**src/rtl/riscof_ctrl_responder.sv**
```systemverilog
// Memory-mapped test-control responder: HALT, signature bounds, cycle counter and status.
// Optional watchdog enabled by defining RISCOF_CTRL_WATCHDOG_EN.
module riscof_ctrl_responder #(
  parameter int                    DATA_WIDTH = 32,
  parameter int                    ADDR_WIDTH = 32,
  parameter logic [ADDR_WIDTH-1:0] BASE_ADDR  = ADDR_WIDTH'(32'h8000_0000),
  parameter int                    LATENCY    = 1,
  parameter int                    TIMEOUT    = 1000000
) (
  input  logic                  clk_i,
  input  logic                  rst_i,
  input  logic                  req_i,
  input  logic [3:0]            we_i,
  input  logic [ADDR_WIDTH-1:0] addr_i,
  input  logic [DATA_WIDTH-1:0] wdata_i,
  output logic [DATA_WIDTH-1:0] rdata_o,
  output logic                  rvalid_o,
  output logic                  wvalid_o,
  output logic                  err_o,
  output logic                  halt_o,
  output logic [ADDR_WIDTH-1:0] sig_start_o,
  output logic [ADDR_WIDTH-1:0] sig_end_o
);

  typedef enum logic [1:0] {IDLE, WAIT, RESP} state_t;

  state_t                r_state;
  state_t                w_next;
  logic [3:0]            r_wcnt;
  logic [3:0]            r_we;
  logic [ADDR_WIDTH-1:0] r_addr;
  logic [DATA_WIDTH-1:0] r_wdata;
  logic [DATA_WIDTH-1:0] r_sig_start;
  logic [DATA_WIDTH-1:0] r_sig_end;
  logic [31:0]           r_cnt;
  logic [DATA_WIDTH-1:0] r_rdata;
  logic                  r_rvalid;
  logic                  r_wvalid;
  logic                  r_err;
  logic                  r_halt;
  logic                  r_halt_set;
  logic                  r_viol;

  logic [ADDR_WIDTH-1:0] w_off;
  logic [2:0]            w_idx;
  logic                  w_err;
  logic [DATA_WIDTH-1:0] w_rd;
  logic [DATA_WIDTH-1:0] w_ss_new;
  logic [DATA_WIDTH-1:0] w_se_new;
  logic                  w_to;
  logic                  w_wd_hit;

  // Addresses below the base wrap to a large offset, so one compare covers both bounds.
  assign w_off = r_addr - BASE_ADDR;
  assign w_idx = w_off[4:2];
  assign w_err = (r_addr[1:0] != 2'b00) || (w_off >= ADDR_WIDTH'(32));

`ifdef RISCOF_CTRL_WATCHDOG_EN
  logic r_to;
  assign w_wd_hit = !r_halt && (r_cnt == 32'(TIMEOUT));
  always_ff @(posedge clk_i or posedge rst_i) begin
    if (rst_i)         r_to <= 1'b0;
    else if (w_wd_hit) r_to <= 1'b1;
  end
  assign w_to = r_to;
`else
  assign w_wd_hit = 1'b0;
  assign w_to     = 1'b0;
`endif

  always_comb begin
    w_ss_new = r_sig_start;
    w_se_new = r_sig_end;
    for (int unsigned b = 0; b < 4; b++) begin
      if (r_we[b]) begin
        w_ss_new[8*b +: 8] = r_wdata[8*b +: 8];
        w_se_new[8*b +: 8] = r_wdata[8*b +: 8];
      end
    end
  end

  always_comb begin
    w_rd = '0;
    unique case (w_idx)
      3'd0:    w_rd = DATA_WIDTH'(r_halt);
      3'd1:    w_rd = r_sig_start;
      3'd2:    w_rd = r_sig_end;
      3'd3:    w_rd = DATA_WIDTH'(r_cnt);
      3'd4:    w_rd = DATA_WIDTH'({w_to, r_viol, r_halt});
      default: w_rd = '0;
    endcase
  end

  always_ff @(posedge clk_i or posedge rst_i) begin
    if (rst_i) r_state <= IDLE;
    else       r_state <= w_next;
  end

  always_comb begin
    w_next = r_state;
    unique case (r_state)
      IDLE:    if (req_i) w_next = (LATENCY == 1) ? RESP : WAIT;
      WAIT:    if (r_wcnt == 4'd1) w_next = RESP;
      RESP:    w_next = IDLE;
      default: w_next = IDLE;
    endcase
  end

  always_ff @(posedge clk_i or posedge rst_i) begin
    if (rst_i) begin
      r_wcnt      <= '0;
      r_we        <= '0;
      r_addr      <= '0;
      r_wdata     <= '0;
      r_sig_start <= '0;
      r_sig_end   <= '0;
      r_cnt       <= '0;
      r_rdata     <= '0;
      r_rvalid    <= 1'b0;
      r_wvalid    <= 1'b0;
      r_err       <= 1'b0;
      r_halt      <= 1'b0;
      r_halt_set  <= 1'b0;
      r_viol      <= 1'b0;
    end else begin
      r_rvalid   <= 1'b0;
      r_wvalid   <= 1'b0;
      r_err      <= 1'b0;
      r_halt_set <= 1'b0;
      if (!r_halt && !w_wd_hit) r_cnt <= r_cnt + 32'd1;
      // HALT write lands one cycle after its response pulse.
      r_halt <= r_halt | r_halt_set | w_wd_hit;
      if (req_i && (r_state != IDLE)) r_viol <= 1'b1;
      unique case (r_state)
        IDLE: begin
          if (req_i) begin
            r_we    <= we_i;
            r_addr  <= addr_i;
            r_wdata <= wdata_i;
            r_wcnt  <= 4'(LATENCY - 1);
          end
        end
        WAIT: r_wcnt <= r_wcnt - 4'd1;
        RESP: begin
          if (w_err) begin
            r_err <= 1'b1;
          end else if (r_we == 4'd0) begin
            r_rvalid <= 1'b1;
            r_rdata  <= w_rd;
          end else begin
            r_wvalid <= 1'b1;
            unique case (w_idx)
              3'd0:    r_halt_set  <= r_we[0] & r_wdata[0];
              3'd1:    r_sig_start <= w_ss_new;
              3'd2:    r_sig_end   <= w_se_new;
              default: ;
            endcase
          end
        end
        default: ;
      endcase
    end
  end

  assign rdata_o     = r_rdata;
  assign rvalid_o    = r_rvalid;
  assign wvalid_o    = r_wvalid;
  assign err_o       = r_err;
  assign halt_o      = r_halt;
  assign sig_start_o = ADDR_WIDTH'(r_sig_start);
  assign sig_end_o   = ADDR_WIDTH'(r_sig_end);

endmodule

```
**config.mk**
```make
export PLATFORM = sky130hd
export DESIGN_NAME = riscof_ctrl_responder
export DESIGN_NICKNAME = d
export VERILOG_FILES = /design/src/rtl/riscof_ctrl_responder.sv
export SDC_FILE = /design/constraint.sdc
export NUM_CORES = 1
export LEC_CHECK = 0
export CAP_MARGIN = 5
export CORE_UTILIZATION = 30
export CTS_BUF_LIST = sky130_fd_sc_hd__clkbuf_2 sky130_fd_sc_hd__clkbuf_4 sky130_fd_sc_hd__clkbuf_8
export DETAILED_ROUTE_END_ITERATION = 8
export GPL_TIMING_DRIVEN = 0
export PLACE_DENSITY_LB_ADDON = 0.25
export SLEW_MARGIN = 20
export SYNTH_ARGS = -nofsm -noshare
export SYNTH_HDL_FRONTEND = slang
export SYNTH_SLANG_ARGS = --single-unit
```
**constraint.sdc**
```tcl
create_clock -name clk_i -period 8.5 [get_ports clk_i]
set_input_delay 2.55 -clock clk_i [delete_from_list [all_inputs] [get_ports clk_i]]
set_output_delay 2.55 -clock clk_i [all_outputs]
set_load 0.005 [all_outputs]
```
==> run summary, run 1 <==
Max Slew Vio Count: 0
Avg Cell Area, Syn: 14.01 µm²
Fin crit period: 4.435 ns
H-tree depth: 2
GR Util All Layers: 0.1534
Fmax: 0.2255 GHz
Final Hold Fails: 0
TritonCTS clock tree: built
Critical-path cell with the highest stage delay: clkbuf_1
Most used DFF post-synth: dfrtp_1
Max VDD drop: 0.09968 mV
RSZ-0062 raised after global routing: false
Critical-path cell list: clkdlybuf4s50_1 > nor2b_1 > clkbuf_1 > clkbuf_1 > mux2_2
HP Class: reg2reg
Critical Path Source Type: primary input
Global-route wire length before repair: 35.72 mm
Crit path top cell by count: clkbuf_1
Max-slew headroom: 0.4117
Final WL: 22.38 mm
CTS resizes: 0
DIE HEIGHT: 172.6 µm
Asr flop ratio synth: 1.000
Placement Setup Slack: 3.545 ns
Post-synthesis cell type count: 36
Synth Register Bits: 203
Total grt overflow: 0
Post-route ant nets: 0
Hold buffer count at cts: 0
Largest net degree at the start of global routing: 76
Crit path max fanout: 10
Pleak: 5.119 nW
Category of the most critical setup path: in2reg
Slew @ Worst Pin: 0.8825 ns
Die area: 0.02978 mm²
Synth Instances: 623
Combinational power share: 0.094
Crit path capture type: flip-flop
Period utilization: 0.5218
Status: finished, final reports clean
Sw power: 0.0005382 W
Clk pin slew, worst setup/hold paths: 0.06 ns
Sw Share: 0.2486
Max-cap violations: 0
PwrDens: 185.2 mW/mm²
Syn nets: 695
Placed Instances: 1179
Setup TNS Final: 0 ns
Vias in the first global route: 6136
Clock share of power: 0.413
Root buffer cell: clkbuf_8
Post-CTS Setup Bufs: 0
Area contributors post-synth: dfrtp_1, mux2_2, xnor2_1
Cell Area, Synth: 0.008728 mm²
Post-synth EDFFs: 0
P&R area growth vs syn: 33.89%
CP required: 8.89 ns
Crit path DAT: 4.82 ns
Final #Nets: 906
Layout cells sized above 1: 0.3157
Top-area cell type share of the netlist area: 0.5820
Initial antenna violation count: 3
Clock buffer count from CTS: 37
DIE WIDTH: 172.6 µm
Seq/Total Area, Yosys: 0.5820
Initial Util: 0.3049
Fillers: 2688
Tightest hold margin: 0.4351 ns
Slowest cell delay on critical path: 0.73 ns
Reg power frac: 0.492
Setup ws final: 4.065 ns
Longest Clk Path Bufs: 3
Initial DRT Pass Iterations: 4
Port buffer count: 170
Routability Congestion: 0.7025
Vias per cell: 4.639
Cell taking the most area after synthesis: dfrtp_1
Standard-cell rows: 62
Final std cells w/o fill: 1237
Pint: 0.001627 W
Final setup vio count: 0
# clock sinks: 203
Initial DRC count: 168
Yosys warns: 0
Clock skew: 0.01201 ns
Final HPWL DP: 15.65 mm
Final Util: 0.4083
Via count: 5738
Core area: 0.02863 mm²
# IOs: 171
Clock Latency Late Sink: 0.51 ns
DR WL/cell: 18.09 µm
Drc violations: 0
[power by group through the flow]
stage	registers (W)	logic, W	clock network [W]
floorplan	0.00107	0.000128	0
global placement	0.00108	0.000203	0
detailed placement	0.00108	0.000210	0
CTS	0.00107	0.000210	0.000934
finish	0.00107	0.000204	0.000895
global route	0.00107	0.000226	0.000979
[synth_stat cells (4+ instances only)]
cell / number
clkbuf_1: 22
mux2_2: 191
nand3_1: 12
inv_1: 7
xnor2_1: 27
nor4_4: 8
buf_1: 4
nand2_1: 14
nand4_1: 11
nor2_1: 36
dfrtp_1: 203
xor2_1: 4
o21ai_0: 4
nor4_1: 6
a22oi_1: 30
and3_1: 6
nor2b_1: 5
[cell families (layout without fill, tap and decap cells)]
group / after synthesis / count (layout) / share of synthesized area
multiplexers: 193 / 193 / 0.2487
adder cells (fa/ha/maj): 1 / 1 / 0.001433
XOR/XNOR: 31 / 31 / 0.03111
buffers and inverters: 38 / 267 / 0.01806
flip-flops: 203 / 203 / 0.5820
AO/OA/AOI/OAI: 39 / 39 / 0.03197
other: 0 / 1 / 0
AND/OR/NAND/NOR: 118 / 118 / 0.08673
[layer usage]
metal / GRT usage / share of wire / up-vias
li1: - / - / 2681
met1: 0.2066 / 0.47 / 2862
met2: 0.2339 / 0.45 / 160
met3: 0.05387 / 0.071 / 33
met4: 0.03943 / 0.016 / 2
met5: 0 / 0.00049 / -
[path summary, 6_finish.rpt]
check                                start           to  slack, ns  depth (start not counted)
worst max-delay path                 req_i  r_wdata[19]       4.06                          5
worst min-delay path            r_halt_set       halt_o       0.44                          1
worst max register to register  r_addr[30]  rdata_o[19]       5.73                          5
worst min register to register  r_halt_set       halt_o       0.44                          1
max in group asynchronous            rst_i  r_wdata[21]       4.92                          4
min in group asynchronous            rst_i     rvalid_o       2.49                          2
[stage by stage]
| step | cell area, µm² | total power, W |
|---|---|---|
| detailed placement | 10990 | 0.001292 |
| global route | 11680 | 0.002277 |
| global placement | 10910 | 0.001285 |
| finish | 11690 | 0.002165 |
| CTS | 11680 | 0.002210 |
| floorplan | 8728 | 0.001194 |
[placed cells by master, fill, tap and decap left out, types with 4 or more instances in the layout]
cell	synthesis	routed
a22oi_1	30	30
and3_1	6	6
dfrtp_1	203	203
xnor2_1	27	27
nand3_1	12	12
clkbuf_1	22	22
clkbuf_8	0	40
clkbuf_4	0	11
o21ai_0	4	4
buf_1	4	4
nand2_1	14	14
nor2b_1	5	5
clkdlybuf4s50_1	0	170
xor2_1	4	4
mux2_2	191	191
inv_1	7	6
nor2_1	36	36
nand4_1	11	11
nor4_4	8	10
nor4_1	6	6
[registers in the layout, summed over array words and instances, names as in the netlist]
name / count
r_viol: 1
wvalid_o: 1
r_wdata: 32
r_addr: 32
err_o: 1
sig_end_o: 32
r_halt_set: 1
r_state: 1
rvalid_o: 1
r_cnt: 32
r_we: 4
halt_o: 1
rdata_o: 32
sig_start_o: 32
[final cells by class]
| cell class | count | area [µm²] | share of cell area |
|---|---|---|---|
| antenna | 1 | 2.502 | 0.0002141 |
| buffer | 31 | 131.4 | 0.01124 |
| clock buffer | 51 | 633.1 | 0.05418 |
| clock inverter | 6 | 60.06 | 0.005139 |
| inverter | 7 | 33.78 | 0.002891 |
| multi-input combinational | 382 | 3508 | 0.3002 |
| sequential | 203 | 5080 | 0.4347 |
| tap | 384 | 480.5 | 0.04111 |
| timing repair buffer | 172 | 1757 | 0.1503 |
[critical path, delay by kind of cell]
family	cells	cell delay [ns]
mux	1	0.42
buf+inv	3	1.71
simple gates	1	0.13
No activity file was read; power rests on OpenSTA's default activity.
==> run 2: changes to the inputs <==
==> constraint.sdc (replaced) <==
create_clock -name clk_i -period 4.35 [get_ports clk_i]
set_input_delay 1.305 -clock clk_i [delete_from_list [all_inputs] [get_ports clk_i]]
set_output_delay 1.305 -clock clk_i [all_outputs]
set_load 0.005 [all_outputs]
==> run summary, run 2 (synthesis results as in run 1) <==
Status: finished, final reports clean
Pleak: 5.213 nW
Max Slew Vio Count: 0
Standard-cell rows: 62
Period utilization: 0.7195
Sw power: 0.001082 W
CTS resizes: 0
GR Util All Layers: 0.1548
Post-DP Area: 0.01108 mm²
Core area: 0.02863 mm²
Critical Path Source Type: primary input
Fillers: 2698
TritonCTS clock tree: built
Clock share of power: 0.436
Final #Nets: 912
Die area: 0.02978 mm²
DIE HEIGHT: 172.6 µm
Area taken by multi-input logic gates: 0.003508 mm²
Root buffer cell: clkbuf_8
Longest Clk Path Bufs: 3
Sw Share: 0.2453
RSZ-0062 raised after global routing: false
Slowest cell delay on critical path: 0.71 ns
Critical-path cell list: clkdlybuf4s50_1 > nor2b_1 > clkbuf_1 > clkbuf_1 > mux2_2
Initial Util: 0.3049
Crit path max fanout: 10
Drc violations: 0
Commonest non-fill, non-tap cells in the layout: dfrtp_1, mux2_2, clkdlybuf4s50_1
Worst Hold Path Cells: 1
Initial antenna violation count: 3
Combinational power share: 0.092
Final WL: 22.48 mm
Clk pin slew, worst setup/hold paths: 0.05 ns
Final setup vio count: 0
Initial DRT Pass Iterations: 4
# clock sinks: 203
R2R depth: 5
Commonest non-fill, non-tap cell in the layout: dfrtp_1
Category of the most critical setup path: in2reg
Clock Latency Late Sink: 0.53 ns
Crit path capture type: flip-flop
Post-route ant nets: 0
Crit path DAT: 3.53 ns
H-tree depth: 2
Critical-path cell with the highest stage delay: clkbuf_1
Max-cap violations: 0
Port buffer count: 170
Finished Cell Area: 0.01187 mm²
Fmax: 0.3195 GHz
Post-CTS Setup Bufs: 0
P&R area growth vs syn: 36.01%
Pint: 0.003329 W
Total grt overflow: 0
Setup ws final: 1.220 ns
Vias per cell: 4.669
Critical Path Stages: 5
DR WL/cell: 18.02 µm
Hold buffer count at cts: 0
CP required: 4.75 ns
Tightest hold margin: 0.4355 ns
Placement Setup Slack: 0.6158 ns
Crit path top cell by count: clkbuf_1
Clock skew: 0.02018 ns
Final Hold Fails: 0
Via count: 5827
Layout cells sized above 1: 0.3244
HP Class: reg2reg
Fin crit period: 3.130 ns
# IOs: 171
Routability Congestion: 0.7174
Clock buffer count from CTS: 38
Initial DRC count: 226
CP Buf/Inv Count: 3
Final HPWL DP: 15.95 mm
Largest net degree at the start of global routing: 33
DIE WIDTH: 172.6 µm
FF+latch area: 0.005080 mm²
Slew @ Worst Pin: 0.8553 ns
Vias in the first global route: 6149
Total power: 0.004411 W
Max-slew headroom: 0.4298
PwrDens: 371.6 mW/mm²
Reg power frac: 0.472
Top Family by Delay on Critical Path: buffers and inverters
Global-route wire length before repair: 36.15 mm
Max VDD drop: 0.1931 mV
-- run 2: area by class of cell --
type	instances	share of cell area
inverters	7	0.002530
flip-flops and latches	203	0.4279
clock inverters	4	0.004427
clock buffers	59	0.06208
plain buffers	31	0.01107
repair buffers	177	0.1558
multi-input cells	382	0.2955
well taps	384	0.04047
diodes	1	0.0002108
-- run 2: worst paths after layout --
check | startpoint | to | slack, ns
max | req_i | r_wdata[13] | 1.22
min | r_halt_set | halt_o | 0.44
max reg2reg | r_addr[30] | sig_end_o[11] | 1.61
min reg2reg | r_halt_set | halt_o | 0.44
max in group asynchronous | rst_i | r_addr[29] | 2.37
min in group asynchronous | rst_i | sig_start_o[10] | 1.10
-- run 2: worst reg2reg max path: cells and delay by family, from the launching register on --
family | cells | cell delay (ns)
muxes | 1 | 0.42
DFF | 1 | 0.37
buffers and inverters | 1 | 0.34
and+or+nand+nor | 3 | 1.48
-- run 2: per-stage QoR --
| step | instances | util | setup TNS (ns) |
|---|---|---|---|
| finish | 1248 | 0.4147 | 0 |
| global route | 1247 | 0.4146 | 0 |
| CTS | 1247 | 0.4146 | 0 |
| detailed placement | 1184 | 0.3871 | 0 |
| global placement | 1177 | 0.3813 | -289.67 |
| floorplan | 623 | - | 0 |
-- run 2: routing by layer --
metal  vias up  GRT usage  wire, µm
met4         2    0.03832       380
met3        39    0.05651      1773
met5         -          0         8
li1       2680          -         -
met1      2938     0.2082     10080
met2       168     0.2357     10240
-- run 2: power groups by stage --
stage	clock [W]	combinational, W	sequential, W
3_5_place_dp	0	0.000419	0.00212
6_report	0.00192	0.000408	0.00208
2_1_floorplan	0	0.000251	0.00208
5_1_grt	0.00209	0.000451	0.00210
4_1_cts	0.00200	0.000420	0.00208
3_3_place_gp	0	0.000398	0.00211
==> RTL change 1: new RTL, settings of run 1 <==
Add a define of `RISCOF_CTRL_WATCHDOG_EN`.
--- a/src/rtl/riscof_ctrl_responder.sv
+++ b/src/rtl/riscof_ctrl_responder.sv
@@ -1,5 +1,7 @@
 // Memory-mapped test-control responder: HALT, signature bounds, cycle counter and status.
 // Optional watchdog enabled by defining RISCOF_CTRL_WATCHDOG_EN.
+`define RISCOF_CTRL_WATCHDOG_EN
+
 module riscof_ctrl_responder #(
   parameter int                    DATA_WIDTH = 32,
   parameter int                    ADDR_WIDTH = 32,
Check against the original RTL: no difference found for any inputs over 4 cycles, from zero or initial values and one cycle with rst_i high; that may be too few to reach the edited logic, so the function may still have changed.
==> RTL change 1 against run 1 <==
- routed wire length up 5.9%
- cell area up 5.1%
- synthesized area increased by 5.4%
- sequential share of layout area fell by 1.9 points
- total power grew 6.2%
- synthesized cell count is 5.8% higher
- clock power increased by 15%
- sequential cell count grew 1
- worst setup slack worse by 0.42 ns
- critical endpoint is now r_wdata[27]
==> RTL change 1: results <==
group,metric,value,unit
status,outcome,"finished clean",
cells_and_area,fill_cells,2882,
clock_network,numCtsBuffers,38,
clock_network,ctsResizeCount,0,
detailed_routing,drt-wirelength-per-cell,18.4,µm
yosys,ys_types,43,
clock_network,cts_setup_buffers,0,
clock_network,cts_root_buffer,"clkbuf_8",
power,p_int,1750,µW
cells_and_area,drive_above_1_share,32.3,%
yosys,synth_area_leaders,"dfrtp_1, mux2_2, mux2_4, a22oi_1, xnor2_1",
detailed_routing,dr.first_iter.drc_count,241,
yosys,ys.warnings.count,0,
global_routing,grt_pass1_wl,37400,µm
clock_network,clkLatencyLatePin,0.52,ns
place,portBuffers,170,
worst_setup_path,cp_max_fo,10,
detailed_routing,viasPerCell,4.75,
yosys,synthArstFlopShare,100,%
worst_setup_path,crit_family,"buffers and inverters",
clock_network,clkTransAtPathRegs,0.06,ns
power,leakage,0.00534,µW
place,dp_hpwl,16800,µm
timing,clock-skew-final,0.0189,ns
cells_and_area,antenna_cells,0,
clock_network,clk_path_buf_depth,3,
clock_network,h-tree-depth,2,
global_routing,grt_max_degree,92,
place,gp_congestion,0.748,
worst_setup_path,slowest_stage,"clkbuf_1",
global_routing,antenna_found_initial,0,
global_routing,track_usage,15.6,%
detailed_routing,drt_first_pass_iters,4,
yosys,synth_commonest_cells,"dfrtp_1, mux2_2, mux2_4, nor2_1, a22oi_1",
cells_and_area,nNetsFinal,944,
worst_setup_path,critPathMaxStageDelay,0.72,ns
worst_setup_path,cp_data_arrival_time,5.25,ns
min_path,hold_class,"flip-flop to flip-flop",
timing,timing_hold_violations_final,0,
global_routing,first_global_vias,6426,
yosys,synth_fp_nets,732,
yosys,yosysSeqAreaShare,55.5,%
power,vdd_drop_max,85.2,µV
timing,worst_pin_slew,0.905,ns
==> RTL change 1: changes by cell type after synthesis, moves of 4 or more <==
| cell | run 1 | this run |
|---|---|---|
| mux2_4 | 0 | 38 |
| mux2_2 | 191 | 157 |
| nor3_4 | 0 | 8 |
| nand2_1 | 14 | 21 |
| nor4_4 | 8 | 2 |
| clkbuf_1 | 22 | 17 |
| and2_1 | 0 | 4 |
| buf_1 | 4 | 8 |
| nor4_1 | 6 | 10 |
| nor4b_1 | 2 | 6 |
| xnor2_1 | 27 | 23 |
| xor2_1 | 4 | 8 |
==> RTL change 1: per-stage QoR <==
step	cells	setup slack [ns]	cell area, µm²	hold slack [ns]	utilization [%]
2_1_floorplan	659	0.383	9200	0.413	-
3_3_place_gp	1219	-2.74	11400	0.421	38.1
3_5_place_dp	1221	3.06	11500	0.422	38.3
4_1_cts	1286	3.60	12300	0.436	41.1
5_1_grt	1286	3.46	12300	0.470	41.1
6_report	1286	3.65	12300	0.432	41.1
==> RTL change 1: final timing paths <==
kind                       startpoint               to  slack [ns]  depth (start not counted)
setup / recovery                req_i      r_wdata[27]        3.65                          6
hold / removal             r_halt_set           halt_o        0.43                          1
setup reg to reg           r_state[1]      r_wdata[27]        5.73                          5
hold reg to reg            r_halt_set           halt_o        0.43                          1
max in group asynchronous       rst_i  sig_start_o[10]        4.87                          4
min in group asynchronous       rst_i       r_addr[17]        2.55                          2
==> RTL change 1: cell type report <==
class / count / share of cell area (%)
clock buffer: 60 / 6.16
multi-input combinational: 419 / 32.0
timing repair buffer: 172 / 14.3
clock inverter: 5 / 0.631
sequential: 204 / 41.5
buffer: 29 / 1.08
inverter: 7 / 0.275
tap: 390 / 3.97
==> RTL change 1: routing by layer <==
layer,global-route usage (%),part of all wire [%]
met1,21.7,47
met4,4.17,2.0
met5,0,0
met2,24.5,46
met3,3.41,5.1
==> RTL change 1: logic make-up after synthesis <==
family          synth area share [%]
mux                             25.6
compound gates                  3.28
buf+inv                         1.73
xor+xnor                        2.95
fa+ha+maj                      0.272
flops                           55.5
simple gates                    10.6
==> RTL change 1: worst register-to-register path, cell delays in order (launching register included) <==
cell and delay [ns]:
dfrtp_1 0.46, nor2b_1 0.14, clkbuf_1 0.30, clkbuf_1 0.72, buf_1 0.62, mux2_2 0.41
==> RTL change 1: power groups by stage <==
stage               Sequential, µW  Combinational (µW)  Clock, µW
detailed placement            1080                 208          0
global route                  1070                 223       1120
floorplan                     1070                 126          0
global placement              1080                 202          0
CTS                           1070                 208       1070
finish                        1070                 203       1030
==> RTL change 2: new RTL, config.mk and constraints of run 1 <==
Made on the original files. Register the outputs `sig_start_o` and `sig_end_o`; this adds one clock of latency there. The other outputs are not delayed to match.
--- a/src/rtl/riscof_ctrl_responder.sv
+++ b/src/rtl/riscof_ctrl_responder.sv
@@ -167,8 +167,10 @@
   assign wvalid_o    = r_wvalid;
   assign err_o       = r_err;
   assign halt_o      = r_halt;
-  assign sig_start_o = ADDR_WIDTH'(r_sig_start);
-  assign sig_end_o   = ADDR_WIDTH'(r_sig_end);
+  always_ff @(posedge clk_i) begin
+    sig_start_o <= ADDR_WIDTH'(r_sig_start);
+    sig_end_o   <= ADDR_WIDTH'(r_sig_end);
+  end
 
 endmodule
 
Function: changed (Yosys sat finds a counterexample within 4 cycles, from zero or initial values and one cycle with rst_i high).
==> RTL change 2 against run 1 <==
- sequential cell count is 64 higher
- routed wire length is 13% higher
- die area is 15% higher
- register-to-register slack worse by 0.23 ns
- total power is 30% higher
- synthesized area is 15% higher
- worst hold slack worse by 0.054 ns
- cell area is 15% higher
- worst setup slack worse by 0.029 ns
- final cell count is 13% higher
- fmax is 0.65% lower
- first-iteration DRC count is 56% higher
- critical path type unchanged
==> RTL change 2: results <==
group,metric,value,unit
status,outcome,"finished clean",
place,gp_congestion,0.743,
clock_network,clkLatencyLatePin,0.55,ns
min_path,hold_class,"flip-flop to flip-flop",
global_routing,grt_pass1_wl,39000,µm
worst_setup_path,r2r_cells,5,
global_routing,first_global_vias,6526,
timing,clock-skew-final,0.0187,ns
min_path,min_from,"r_sig_start[16]",
yosys,synth_fp_nets,767,
clock_network,cts_root_buffer,"clkbuf_8",
worst_setup_path,r2r_end,"r_sig_start[4]",
power,vdd_drop_max,141,µV
clock_network,ctsResizeCount,0,
yosys,ys.warnings.count,0,
global_routing,grt_max_degree,88,
yosys,ys_types,34,
detailed_routing,drt_first_pass_iters,4,
timing,slew-limit-headroom,37.7,%
timing,hold_ws,0.381,ns
worst_setup_path,reg2reg_from,"r_addr[2]",
power,leakage,0.00583,µW
place,dp_hpwl,17000,µm
yosys,synth_commonest_cells,"dfrtp_1, mux2_2, dfxtp_1, nor2_1, a22oi_1",
min_path,hold_end,"sig_start_o[16]",
min_path,holdPathStages,0,
global_routing,antenna_found_initial,2,
detailed_routing,dr.first_iter.drc_count,262,
cells_and_area,fill_cells,3111,
detailed_routing,viasPerCell,4.49,
place,placed_area,12400,µm²
yosys,synthArstFlopShare,76.0,%
cells_and_area,drive_above_1_share,31.7,%
clock_network,numCtsBuffers,48,
worst_setup_path,cp_data_arrival_time,4.89,ns
worst_setup_path,rrSetupSlack,5.50,ns
yosys,yosysSeqAreaShare,63.3,%
yosys,synth_ff_type,"dfrtp_1",
worst_setup_path,cp_max_fo,10,
cells_and_area,nNetsFinal,989,
yosys,synth_area_leaders,"dfrtp_1, mux2_2, dfxtp_1, a22oi_1, nor4_4",
global_routing,track_usage,15.3,%
detailed_routing,drt-wirelength-per-cell,18.1,µm
==> RTL change 2: where the power goes <==
group	internal, µW	switching, µW
sequential	1320	40.3
clock	726	523
combinational	96.3	114
==> RTL change 2: cell type report <==
class | count | area, µm² | area share [%]
timing repair buffer | 172 | 1760 | 13.1
clock buffer | 83 | 986 | 7.36
tap | 442 | 553 | 4.13
sequential | 267 | 6360 | 47.5
antenna | 1 | 2.50 | 0.0187
buffer | 31 | 140 | 1.05
inverter | 9 | 41.3 | 0.308
multi-input combinational | 388 | 3520 | 26.3
clock inverter | 6 | 37.5 | 0.280
==> RTL change 2: cell families after synthesis <==
logic type / synth area share (%)
buf+inv: 1.73
simple gates: 7.80
fa+ha+maj: 0.124
xor+xnor: 2.70
compound gates: 2.76
flops: 63.3
mux: 21.6
==> RTL change 2: how the worst max path moves through the flow <==
| stage | start | endpoint | cells after the start |
|---|---|---|---|
| final | req_i | r_wdata[29] | 5 |
| after global routing | req_i | r_wdata[28] | 5 |
| after CTS | req_i | r_wdata[29] | 5 |
| after detailed placement | req_i | r_wdata[24] | 5 |
| after global placement | rst_i | r_addr[22] | 2 |
| after floorplan | rst_i | err_o | 1 |
==> RTL change 2: critical path: stages <==
cell and delay, ns:
clkdlybuf4s50_1 0.47, nor2b_1 0.12, clkbuf_1 0.62, clkbuf_1 0.72, mux2_2 0.41
==> RTL change 2: metrics by stage <==
step | setup slack (ns) | cells
2_1_floorplan | 0.411 | 695
3_3_place_gp | -2.70 | 1307
3_5_place_dp | 3.40 | 1309
4_1_cts | 3.99 | 1398
5_1_grt | 3.92 | 1398
6_report | 4.04 | 1399
==> RTL change 2: layer usage <==
metal	vias to the layer above	global-route usage (%)	routed length, µm
met5	-	0	12
met4	2	5.42	700
met3	59	3.97	1520
met2	177	23.3	11300
met1	3102	20.8	11700
li1	2945	-	-
